<file path="config.mk">
export PLATFORM = sky130hd
export DESIGN_NAME = branch_pc_sequencer_flat
export DESIGN_NICKNAME = d
export VERILOG_FILES = /design/src/rtl/branch_pc_sequencer_pkg.sv /design/src/rtl/branch_pc_sequencer_if.sv /design/src/rtl/branch_pc_sequencer_sat_counter.sv /design/src/rtl/branch_pc_sequencer.sv /design/src/flat_wrapper.sv
export SDC_FILE = /design/constraint.sdc
export NUM_CORES = 1
export LEC_CHECK = 0
export CAP_MARGIN = 20
export CORE_UTILIZATION = 44
export DETAILED_ROUTE_END_ITERATION = 10
export PLACE_DENSITY_LB_ADDON = 0.05
export SYNTH_ARGS = -nofsm -noshare
export SYNTH_HDL_FRONTEND = slang
export SYNTH_HIERARCHICAL = 1
export SYNTH_SLANG_ARGS = --single-unit
</file>
<file path="constraint.sdc">
create_clock -name clk -period 2.5 [get_ports clk]
set_clock_uncertainty 0.2 [all_clocks]
set_input_delay 0.5 -clock clk [delete_from_list [all_inputs] [get_ports clk]]
set_output_delay 0.5 -clock clk [all_outputs]
set_load 0.005 [all_outputs]
</file>
<file path="src/rtl/branch_pc_sequencer_pkg.sv">
// Shared types and constants for the branch-aware fetch PC sequencer.
package branch_pkg;

    typedef enum logic [1:0] {
        BOOT  = 2'd0,
        RUN   = 2'd1,
        FLUSH = 2'd2
    } seq_state_t;

    localparam logic        BR_BEQ  = 1'b0;
    localparam logic        BR_BNE  = 1'b1;
    localparam logic [31:0] PC_STEP = 32'd4;

endpackage

</file>
<file path="src/rtl/branch_pc_sequencer_if.sv">
// Fetch request and branch-result channels between the sequencer and its neighbours.
interface branch_pc_sequencer_if #(
    parameter int CNT_W = 16
);
    logic             fetch_ready;
    logic             fetch_valid;
    logic [31:0]      fetch_pc;
    logic             br_valid;
    logic             br_ready;
    logic             br_type;
    logic             br_zero;
    logic [31:0]      br_target;
    logic             taken;
    logic             flush;
    logic             misalign;
    logic [CNT_W-1:0] branch_cnt;
    logic [CNT_W-1:0] taken_cnt;

    modport master (
        output fetch_ready, br_valid, br_type, br_zero, br_target,
        input  fetch_valid, fetch_pc, br_ready, taken, flush, misalign,
               branch_cnt, taken_cnt
    );

    modport slave (
        input  fetch_ready, br_valid, br_type, br_zero, br_target,
        output fetch_valid, fetch_pc, br_ready, taken, flush, misalign,
               branch_cnt, taken_cnt
    );
endinterface

</file>
<file path="src/rtl/branch_pc_sequencer_sat_counter.sv">
// Increment-enable counter that sticks at all-ones instead of wrapping.
module sat_counter #(
    parameter int W = 16
) (
    input  logic         clk,
    input  logic         rst_n,
    input  logic         inc,
    output logic [W-1:0] count
);

    always_ff @(posedge clk or negedge rst_n) begin
        if (!rst_n) begin
            count <= '0;
        end else if (inc && (count != '1)) begin
            count <= count + W'(1);
        end
    end

endmodule

</file>
<file path="src/rtl/branch_pc_sequencer.sv">
// Owns the fetch PC: sequential fetch, redirect on taken BEQ/BNE, then a fixed flush window.
//
// state | meaning
// BOOT  | first cycle after reset, no fetch or branch traffic
// RUN   | fetching sequentially, accepting branch results
// FLUSH | younger instructions squashed, PC parked at redirect target
module branch_pc_sequencer
    import branch_pkg::*;
#(
    parameter logic [31:0] RESET_PC     = 32'h0000_0000,
    parameter int          FLUSH_CYCLES = 2,
    parameter int          CNT_W        = 16
) (
    input logic                  clk,
    input logic                  rst_n,
    branch_pc_sequencer_if.slave bus
);

    seq_state_t       state;
    logic [31:0]      fetch_pc;
    logic [3:0]       flush_cnt;
    logic             taken_q;
    logic             misalign_q;
    logic             run;
    logic             br_accept;
    logic             br_taken;
    logic             fetch_fire;
    logic [CNT_W-1:0] branch_cnt;
    logic [CNT_W-1:0] taken_cnt;

    assign run        = (state == RUN);
    assign br_accept  = run && bus.br_valid;
    assign fetch_fire = run && bus.fetch_ready;
    assign br_taken   = (bus.br_type == BR_BNE) ? ~bus.br_zero : bus.br_zero;

    always_ff @(posedge clk or negedge rst_n) begin
        if (!rst_n) begin
            state      <= BOOT;
            fetch_pc   <= RESET_PC;
            flush_cnt  <= 4'd0;
            taken_q    <= 1'b0;
            misalign_q <= 1'b0;
        end else begin
            taken_q <= 1'b0;
            case (state)
                BOOT: state <= RUN;
                RUN: begin
                    // Redirect wins over a same-cycle sequential increment.
                    if (br_accept && br_taken) begin
                        fetch_pc  <= {bus.br_target[31:2], 2'b00};
                        taken_q   <= 1'b1;
                        flush_cnt <= 4'(FLUSH_CYCLES);
                        state     <= FLUSH;
                        if (bus.br_target[1:0] != 2'b00) begin
                            misalign_q <= 1'b1;
                        end
                    end else if (fetch_fire) begin
                        fetch_pc <= fetch_pc + PC_STEP;
                    end
                end
                FLUSH: begin
                    flush_cnt <= flush_cnt - 4'd1;
                    if (flush_cnt == 4'd1) begin
                        state <= RUN;
                    end
                end
                default: state <= BOOT;
            endcase
        end
    end

    sat_counter #(.W(CNT_W)) u_branch_cnt (
        .clk   (clk),
        .rst_n (rst_n),
        .inc   (br_accept),
        .count (branch_cnt)
    );

    sat_counter #(.W(CNT_W)) u_taken_cnt (
        .clk   (clk),
        .rst_n (rst_n),
        .inc   (br_accept && br_taken),
        .count (taken_cnt)
    );

    assign bus.fetch_valid = run;
    assign bus.br_ready    = run;
    assign bus.fetch_pc    = fetch_pc;
    assign bus.taken       = taken_q;
    assign bus.flush       = (state == FLUSH);
    assign bus.misalign    = misalign_q;
    assign bus.branch_cnt  = branch_cnt;
    assign bus.taken_cnt   = taken_cnt;

endmodule

</file>
<file path="src/flat_wrapper.sv">
// flat-port wrapper written by rule: the top's interface ports become plain ports
module branch_pc_sequencer_flat import branch_pkg::*;
#(
    parameter logic [31:0] RESET_PC     = 32'h0000_0000,
    parameter int          FLUSH_CYCLES = 2,
    parameter int          CNT_W        = 16
)
  (clk, rst_n, bus_fetch_ready, bus_br_valid, bus_br_type, bus_br_zero, bus_br_target, bus_fetch_valid, bus_fetch_pc, bus_br_ready, bus_taken, bus_flush, bus_misalign, bus_branch_cnt, bus_taken_cnt);
  branch_pc_sequencer_if #(.CNT_W(CNT_W)) bus_i ();
  input logic clk;
  input logic rst_n;
  input wire logic [$bits(bus_i.fetch_ready)-1:0] bus_fetch_ready;
  input wire logic [$bits(bus_i.br_valid)-1:0] bus_br_valid;
  input wire logic [$bits(bus_i.br_type)-1:0] bus_br_type;
  input wire logic [$bits(bus_i.br_zero)-1:0] bus_br_zero;
  input wire logic [$bits(bus_i.br_target)-1:0] bus_br_target;
  output wire logic [$bits(bus_i.fetch_valid)-1:0] bus_fetch_valid;
  output wire logic [$bits(bus_i.fetch_pc)-1:0] bus_fetch_pc;
  output wire logic [$bits(bus_i.br_ready)-1:0] bus_br_ready;
  output wire logic [$bits(bus_i.taken)-1:0] bus_taken;
  output wire logic [$bits(bus_i.flush)-1:0] bus_flush;
  output wire logic [$bits(bus_i.misalign)-1:0] bus_misalign;
  output wire logic [$bits(bus_i.branch_cnt)-1:0] bus_branch_cnt;
  output wire logic [$bits(bus_i.taken_cnt)-1:0] bus_taken_cnt;
  assign bus_i.fetch_ready = bus_fetch_ready;
  assign bus_i.br_valid = bus_br_valid;
  assign bus_i.br_type = bus_br_type;
  assign bus_i.br_zero = bus_br_zero;
  assign bus_i.br_target = bus_br_target;
  assign bus_fetch_valid = bus_i.fetch_valid;
  assign bus_fetch_pc = bus_i.fetch_pc;
  assign bus_br_ready = bus_i.br_ready;
  assign bus_taken = bus_i.taken;
  assign bus_flush = bus_i.flush;
  assign bus_misalign = bus_i.misalign;
  assign bus_branch_cnt = bus_i.branch_cnt;
  assign bus_taken_cnt = bus_i.taken_cnt;
  branch_pc_sequencer #(.RESET_PC(RESET_PC), .FLUSH_CYCLES(FLUSH_CYCLES), .CNT_W(CNT_W)) u_core (.clk(clk), .rst_n(rst_n), .bus(bus_i));
endmodule
</file>
Yosys cells after proc, flatten, opt, wreduce, memory -nomap -nowiden
Cells that the tools add are included.
- reduce and logical (&&, ||, !) cells: 13
- muxes and demuxes: 10
- add/subtract/negate cells: 4
- eq/ne operators: 7
- bitwise gates (word level): 1
- operator list (operator ; number):
    2-to-1 mux 32 bit ; 2
    adder 16 x 1 -> 16 bit (second input constant) ; 2
    adder 32 x 3 -> 32 bit (second input constant) ; 1
    != test 16 bit (second input constant) ; 2
    one-hot mux 4 bit (2 select lines) ; 1
    one-hot mux 2 bit (3 select lines) ; 1
    AND reduction 2 bit ; 3
    nonzero test 2 bit ; 3
    logical AND 1 bit ; 5
    == test 4 x 1 -> 1 bit (second input constant) ; 1
    2-to-1 mux 2 bit ; 2
    2-to-1 mux 4 bit ; 1
    subtractor 4 x 1 -> 4 bit (second input constant) ; 1
    2-to-1 mux 1 bit ; 3
    AND reduction 3 bit ; 1
    == test 2 x 1 -> 1 bit (second input constant) ; 1
    == test 2 bit (second input constant) ; 1
    zero test 2 bit ; 1
    != test 2 x 1 -> 1 bit (second input constant) ; 1
    != test 2 bit (second input constant) ; 1
    NOT 1 bit ; 1
- output and inout bits: 69
- word-level logic and storage cells: 42
- register bits: 72

Depth between registers and ports, before layout
Gate-level depths: netlist (run 1).
- word-level depth: 5
- depth in mapped cells: 9

Cells and area by module
Netlist (run 1), hierarchy kept.
- by module, submodules not included (module ; times used ; cells each ; area each (um^2) ; seq. area each (um^2)):
    branch_pc_sequencer ; 1 ; 230 ; 2140.8 ; 950.9
    sat_counter ; 2 ; 72 ; 859.6 ; 400.4

Worst setup path after synthesis (run 1)
No wires, ideal clock.
- kind: register to register
- start: register u_core.state[1]
- end: register u_core.u_taken_cnt.count[5]
- clock period less this slack: 2471 ps
- buffers on the path: 1
- slack: 29 ps
- data required time: 2181 ps
- stages on the path, launching flop included: 10
- arrival time: 2152 ps
- path through: dfrtp_1 > nor2b_1 > and2_1 > nand2_1 > inv_2 > buf_2 > and3_1 > and4_2 > o211ai_1 > o21a_1
- word-level cells in the longest chain between the ends: 4
- ends and longest elaborated chain (element ; line ; text):
    start, declared ; branch_pc_sequencer.sv:19 ; seq_state_t state;
    start signal, assigned ; branch_pc_sequencer.sv:38 ; state <= BOOT;
    start signal, assigned ; branch_pc_sequencer.sv:46 ; BOOT: state <= RUN;
    start signal, assigned ; branch_pc_sequencer.sv:53 ; state <= FLUSH;
    == test 2 x 1 -> 1 bit ; branch_pc_sequencer.sv:31 ; assign run = (state == RUN);
    named net bus_br_ready ; flat_wrapper.sv:19 ; output wire logic [$bits(bus_i.br_ready)-1:0] bus_br_ready;
    logical AND 1 bit ; branch_pc_sequencer.sv:32 ; assign br_accept = run && bus.br_valid;
    named net u_core.br_accept ; branch_pc_sequencer.sv:25 ; logic br_accept;
    logical AND 1 bit ; branch_pc_sequencer.sv:82 ; .inc (br_accept && br_taken),
    logical AND 1 bit ; branch_pc_sequencer_sat_counter.sv:14 ; end else if (inc && (count != '1)) begin
    end signal, assigned ; branch_pc_sequencer_sat_counter.sv:15 ; count <= count + W'(1);
    end, declared ; branch_pc_sequencer_sat_counter.sv:8 ; output logic [W-1:0] count
The timed path passes the listed nets, and every way through them passes these cells.
A chain may end at the register's enable or synchronous reset.

Worst setup path after layout (run 1)
- start: register u_core.state[0]
- end: output bus_flush
- word-level cells in the longest chain between the ends: 1
- ends and longest elaborated chain (element ; line ; text):
    == test 2 bit ; branch_pc_sequencer.sv:90 ; assign bus.flush = (state == FLUSH);
    end, declared ; flat_wrapper.sv:21 ; output wire logic [$bits(bus_i.flush)-1:0] bus_flush;
No other way between the ends.

==> results.py, run 1 <==
metrics = {
    "status": {
        "outcome": "finished clean",
    },
    "synth": {
        "synth_commonest_cells": "70 x dfrtp_1, 49 x nand2_1, 26 x nand4_1, 26 x xnor2_1, 23 x o21ai_0",
        "synth_edf_count": 0,
        "ys_seq_area_share_pct": 45.4,
        "yosysTopAreaCellShare_pct": 45.4,
        "avgSynthCellArea_um2": 10.3,
        "syn_area_mm2": 0.00386,
        "ys.flop_type": "dfrtp_1",
        "async_flop_share_pct": 100,
        "ys_types": 48,
        "synthTopCellsByArea": "dfrtp_1 45%, xnor2_1 5.9%, nand2_1 4.8%, xor2_1 4.3%, nand4_1 4.2%",
        "ys_warn_count": 6,
        "synth_most_common_cell": "dfrtp_1",
        "synth_top_area_cell": "dfrtp_1",
        "ys_ff_latch": 70,
        "synth_cells": 374,
    },
    "timing": {
        "layout_setup_ws_ns": 0.176,
        "rsz0062_at_grt": "false",
        "fin_crit_sh_pct": 93.0,
        "max_freq_ghz": 0.430,
        "finalSetupTns_ns": 0,
        "min_period_ns": 2.32,
        "setup_viol": 0,
        "holdWs_ns": 0.293,
        "slew_viol_final": 0,
        "hold_violations": 0,
    },
    "floorplanning": {
        "die_area_mm2": 0.00915,
        "die_y_um": 95.7,
        "rows": 33,
        "start_util_pct": 46.3,
        "die_x_um": 95.7,
        "pin_count": 107,
        "core_area_mm2": 0.00834,
    },
    "finish": {
        "fin_nets": 534,
        "final-seq-area_mm2": 0.00175,
        "multiInputGateArea_mm2": 0.00202,
        "layout-drive-gt1-share_pct": 11.5,
        "antenna_cells": 0,
        "fillers": 704,
        "synthToLayoutAreaGrowth_pct": 37.0,
        "postLayoutCoreUtil_pct": 63.4,
    },
    "global_route": {
        "grt_max_degree": 62,
        "grt_pass1_vias": 3145,
        "grt_use_total_pct": 21.1,
        "antenna_found_initial": 0,
        "overflow": 0,
        "grt_pass1_wl_mm": 14.8,
    },
    "placement": {
        "place.gp.congestion": 0.796,
        "io_buffers": 104,
        "dp_slack_ns": 0.0137,
        "post-dp-hpwl_mm": 6.45,
    },
    "drt": {
        "avgRoutedWirePerCell_um": 15.0,
        "routed_via_density": 5.39,
        "drt_first_pass_iters": 4,
        "drt_iter0_drc": 82,
        "wirelength_mm": 8.99,
        "num_vias": 3241,
        "antenna_left": 0,
        "drc": 0,
    },
    "cts": {
        "cts_tree": "yes",
        "htree_levels": 3,
        "cts_resized": 0,
        "cts_hold_buf": 1,
        "clk_path_buf_depth": 2,
        "clock_sinks": 70,
        "numCtsBuffers": 9,
        "root_buffer": "clkbuf_8",
        "insertion_delay_ns": 0.35,
        "cts_setup_buffers": 0,
        "path_clk_slew_ns": 0.07,
    },
    "hold_path": {
        "hold_path_class": "reg2reg",
        "hold_depth": 1,
        "hold_end": "u_core/flush_cnt[3]",
        "holdCritStartpoint": "u_core/flush_cnt[3]",
    },
    "setup_path": {
        "critPathKind": "reg2out",
        "cp_slowest_cell": "clkdlybuf4s50_1",
        "start_kind": "flop",
        "r2r_end": "u_core/bus.fetch_pc[20]",
        "max_stage_delay_ns": 0.53,
        "rr_startpoint": "u_core/bus.fetch_pc[2]",
        "cp-end-kind": "primary output",
        "ff2ff_setup_slack_ns": 0.27,
        "cp.arrival_ns": 1.62,
        "cp_max_fo": 7,
        "crit_required_ns": 1.80,
        "reg2reg_depth": 6,
        "cp_cell_sequence": "nand2b_1 -> inv_1 -> clkdlybuf4s50_1",
    },
    "power_and_ir_drop": {
        "p_total_uw": 4620,
        "vdd_drop_max_mv": 0.601,
        "p_per_area_mw_per_mm2": 874,
        "power_leakage_uw": 0.00213,
    },
    "run": {
        "drv_cap": 0,
    },
}
## worst max-delay path: cells and delay by family, from the launching register on
| kind | cells | cell delay [ns] |
|---|---|---|
| buf+inv | 2 | 0.63 |
| simple gates | 1 | 0.24 |
| flops | 1 | 0.42 |
## placed cells by master (no fill, tap or decap), types with 5 or more instances in the layout
cell	n
o21ai_1	13
clkbuf_8	11
nor2_1	11
nor3_1	7
inv_1	7
nand3_1	20
dfrtp_1	70
xor2_1	19
nor4_4	6
ha_1	5
nand4_1	26
xnor2_1	26
a21oi_1	7
a31oi_1	6
nand2_1	49
o21ai_0	23
and3_1	8
buf_4	9
clkdlybuf4s50_1	103
o21a_1	10
## state kept, by name, indices dropped and copies added, names as in the netlist
signal / cells
u_core/u_branch_cnt/count: 16
u_core/flush_cnt: 4
u_core/u_taken_cnt/count: 16
u_core/bus.taken: 1
u_core/state: 2
u_core/bus.misalign: 1
u_core/bus.fetch_pc: 30
## routing by layer
layer	vias up	wire length (um)	GRT usage, %
met5	-	0	0
met4	0	142	9.20
met3	10	428	4.31
met2	71	4390	35.5
met1	1552	4030	26.1
li1	1608	-	-
## through the flow
stage	std cells	instance area, um2
after floorplan	375	3860
after global placement	584	5080
after detailed placement	584	5080
after CTS	601	5290
after global routing	601	5290
final	601	5290
## logic make-up after synthesis
kind of cell | after synthesis | synth area share [%]
AO/OA/AOI/OAI | 67 | 10.8
XOR/XNOR | 45 | 10.2
adder cells (fa/ha/maj) | 5 | 1.62
buffers and inverters | 19 | 2.37
flip-flops | 70 | 45.4
multiplexers | 3 | 0.843
other | 1 | 0.0972
AND/OR/NAND/NOR | 164 | 28.7
## how the worst max path moves through the flow
stage / startpoint / end / slack [ns] / depth (start not counted)
finish: u_core/state[0] / bus_flush / 0.18 / 3
global route: u_core/state[0] / bus_flush / 0.05 / 3
CTS: u_core/state[0] / bus_flush / 0.14 / 3
detailed placement: bus_br_zero / u_core/u_taken_cnt/count[15] / 0.01 / 8
global placement: bus_br_zero / u_core/u_taken_cnt/count[14] / 0.08 / 8
floorplan: u_core/state[1] / u_core/u_taken_cnt/count[5] / 0.03 / 9
## power by group
group	switching, uW	internal [uW]
registers	526	1490
clock network	424	511
logic	648	1020
total	1600	3030
## area by class of cell
class	instances	area share, %
flip-flops and latches	70	33.1
well taps	105	2.48
clock buffers	12	2.93
inverters	8	0.568
multi-input cells	286	38.2
repair buffers	116	21.8
clock inverters	4	0.852
(Power assumes the default switching activity.)
==> run 2, diff against run 1 <==
--- a/config.mk
+++ b/config.mk
@@ -9,6 +9,7 @@
 export CORE_UTILIZATION = 44
 export DETAILED_ROUTE_END_ITERATION = 10
 export PLACE_DENSITY_LB_ADDON = 0.05
+export RECOVER_POWER = 100
 export SYNTH_ARGS = -nofsm -noshare
 export SYNTH_HDL_FRONTEND = slang
 export SYNTH_HIERARCHICAL = 1
==> results.py, run 2 (synthesis results as in run 1) <==
metrics = {
    "global_route": {
        "overflow": 0,
        "grt_pass1_wl_mm": 14.8,
        "grt_max_degree": 62,
        "grt_use_total_pct": 21.1,
        "grt_pass1_vias": 3145,
        "antenna_found_initial": 0,
    },
    "cts": {
        "cts_tree": "yes",
        "numCtsBuffers": 9,
        "htree_levels": 3,
        "path_clk_slew_ns": 0.07,
        "cts_setup_buffers": 0,
        "clock_sinks": 70,
        "insertion_delay_ns": 0.34,
        "root_buffer": "clkbuf_8",
        "cts_hold_buf": 1,
        "cts_resized": 0,
        "clk_path_buf_depth": 2,
    },
    "timing": {
        "finalSetupTns_ns": 0,
        "slew_headroom_pct": 28.0,
        "fin_crit_sh_pct": 93.4,
        "rsz0062_at_grt": "false",
        "max_freq_ghz": 0.428,
        "setup_viol": 0,
        "hold_violations": 0,
        "min_period_ns": 2.33,
        "holdWs_ns": 0.292,
        "slew_viol_final": 0,
        "layout_setup_ws_ns": 0.166,
        "worst_pin_slew_ns": 1.08,
    },
    "setup_path": {
        "crit_family": "buffers and inverters",
        "crit_required_ns": 1.80,
        "reg2reg_depth": 7,
        "cp_cell_sequence": "nor2b_1 -> buf_4 -> dlygate4sd3_1",
        "cp_slowest_cell": "dlygate4sd3_1",
        "cp.arrival_ns": 1.63,
        "cp-end-kind": "primary output",
        "critPathKind": "reg2out",
        "rr_startpoint": "u_core/state[1]",
        "crit_buf_inv": 2,
        "r2r_end": "u_core/u_branch_cnt/count[15]",
        "max_stage_delay_ns": 0.56,
        "ff2ff_setup_slack_ns": 0.21,
        "start_kind": "flop",
        "cp_max_fo": 6,
    },
    "finish": {
        "antenna_cells": 0,
        "layout_commonest_cell": "dfrtp_1",
        "largest_register_ff_count": 30,
        "synthToLayoutAreaGrowth_pct": 33.8,
        "layout-drive-gt1-share_pct": 8.47,
        "largest_register": "u_core/bus.fetch_pc",
        "fin_nets": 534,
        "final_cell_mix": "70 x dfrtp_1, 67 x dlygate4sd3_1, 49 x nand2_1",
        "top_regs": "u_core/bus.fetch_pc x30, u_core/u_branch_cnt/count x16, u_core/u_taken_cnt/count x16",
    },
    "power_and_ir_drop": {
        "switching_share_pct": 35.2,
        "clkPwrFrac_pct": 21.0,
        "switchingPower_uw": 1560,
        "p_total_uw": 4440,
        "intPower_uw": 2880,
        "seqPwrFrac_pct": 45.1,
        "power_leakage_uw": 0.00217,
        "pwr-share-comb_pct": 33.9,
        "p_per_area_mw_per_mm2": 859,
        "vdd_drop_max_mv": 0.570,
    },
    "floorplanning": {
        "rows": 33,
        "start_util_pct": 46.3,
        "die_x_um": 95.7,
        "core_area_mm2": 0.00834,
        "die_area_mm2": 0.00915,
        "pin_count": 107,
        "die_y_um": 95.7,
    },
    "drt": {
        "avgRoutedWirePerCell_um": 14.9,
        "drt_first_pass_iters": 4,
        "drc": 0,
        "routed_via_density": 5.39,
        "drt_iter0_drc": 83,
        "antenna_left": 0,
        "wirelength_mm": 8.97,
        "num_vias": 3240,
    },
    "placement": {
        "post-dp-hpwl_mm": 6.45,
        "io_buffers": 104,
        "place.gp.congestion": 0.796,
        "dp_slack_ns": 0.0137,
    },
    "hold_path": {
        "hold_path_class": "reg2reg",
        "hold_end": "u_core/flush_cnt[3]",
        "holdCritStartpoint": "u_core/flush_cnt[3]",
        "hold_depth": 1,
    },
    "run": {
        "drv_cap": 0,
    },
    "status": {
        "outcome": "finished clean",
    },
}
## run 2: cell types whose count changed in the layout (fill, tap and decap cells not counted), moves of 3 or more
cell and delta:
clkbuf_1 +6, o21ai_0 +11, nor4_4 -3, dlygate4sd3_1 +66
o21ai_1 -11, clkdlybuf4s50_1 -66, nor4_1 +4, buf_4 -6
## run 2: final cells by class
| class | instances | area (um2) |
|---|---|---|
| flip-flops and latches | 70 | 1750 |
| inverters | 8 | 30.0 |
| fillers | 718 | 3180 |
| clock inverters | 4 | 45.0 |
| repair buffers | 116 | 1120 |
| multi-input cells | 286 | 1930 |
| clock buffers | 12 | 155 |
| well taps | 105 | 131 |
## run 2: worst max-delay path by stage
stage               cells after the start                      endpoint       startpoint  slack (ns)
finish                                  3               bus_fetch_valid  u_core/state[1]        0.17
global route                            3       u_core/bus.fetch_pc[19]            rst_n        0.03
CTS                                     3                     bus_flush  u_core/state[0]        0.14
detailed placement                      8  u_core/u_taken_cnt/count[15]      bus_br_zero        0.01
global placement                        8  u_core/u_taken_cnt/count[14]      bus_br_zero        0.08
floorplan                               9   u_core/u_taken_cnt/count[5]  u_core/state[1]        0.03
## run 2: stage by stage
| step | area, um2 | std cells | utilization, % |
|---|---|---|---|
| final | 5160 | 601 | 61.9 |
| after global routing | 5160 | 601 | 61.9 |
| after CTS | 5290 | 601 | 63.4 |
| after detailed placement | 5080 | 584 | 60.9 |
| after global placement | 5080 | 584 | 60.9 |
| after floorplan | 3860 | 375 | - |
## run 2: power by group through the flow
| stage | Clock (uW) | Sequential [uW] | Combinational [uW] |
|---|---|---|---|
| finish | 933 | 2000 | 1510 |
| detailed placement | 0 | 2040 | 1680 |
| global route | 1010 | 2070 | 1690 |
| floorplan | 0 | 1960 | 727 |
| CTS | 964 | 2020 | 1700 |
| global placement | 0 | 2030 | 1650 |
## run 2: routing by layer
layer	track usage [%]	share of wire, %	up-vias
met5	0	0	-
met4	9.20	1.4	0
met3	4.31	4.9	9
met2	35.5	49	78
met1	26.1	45	1544
li1	-	-	1609
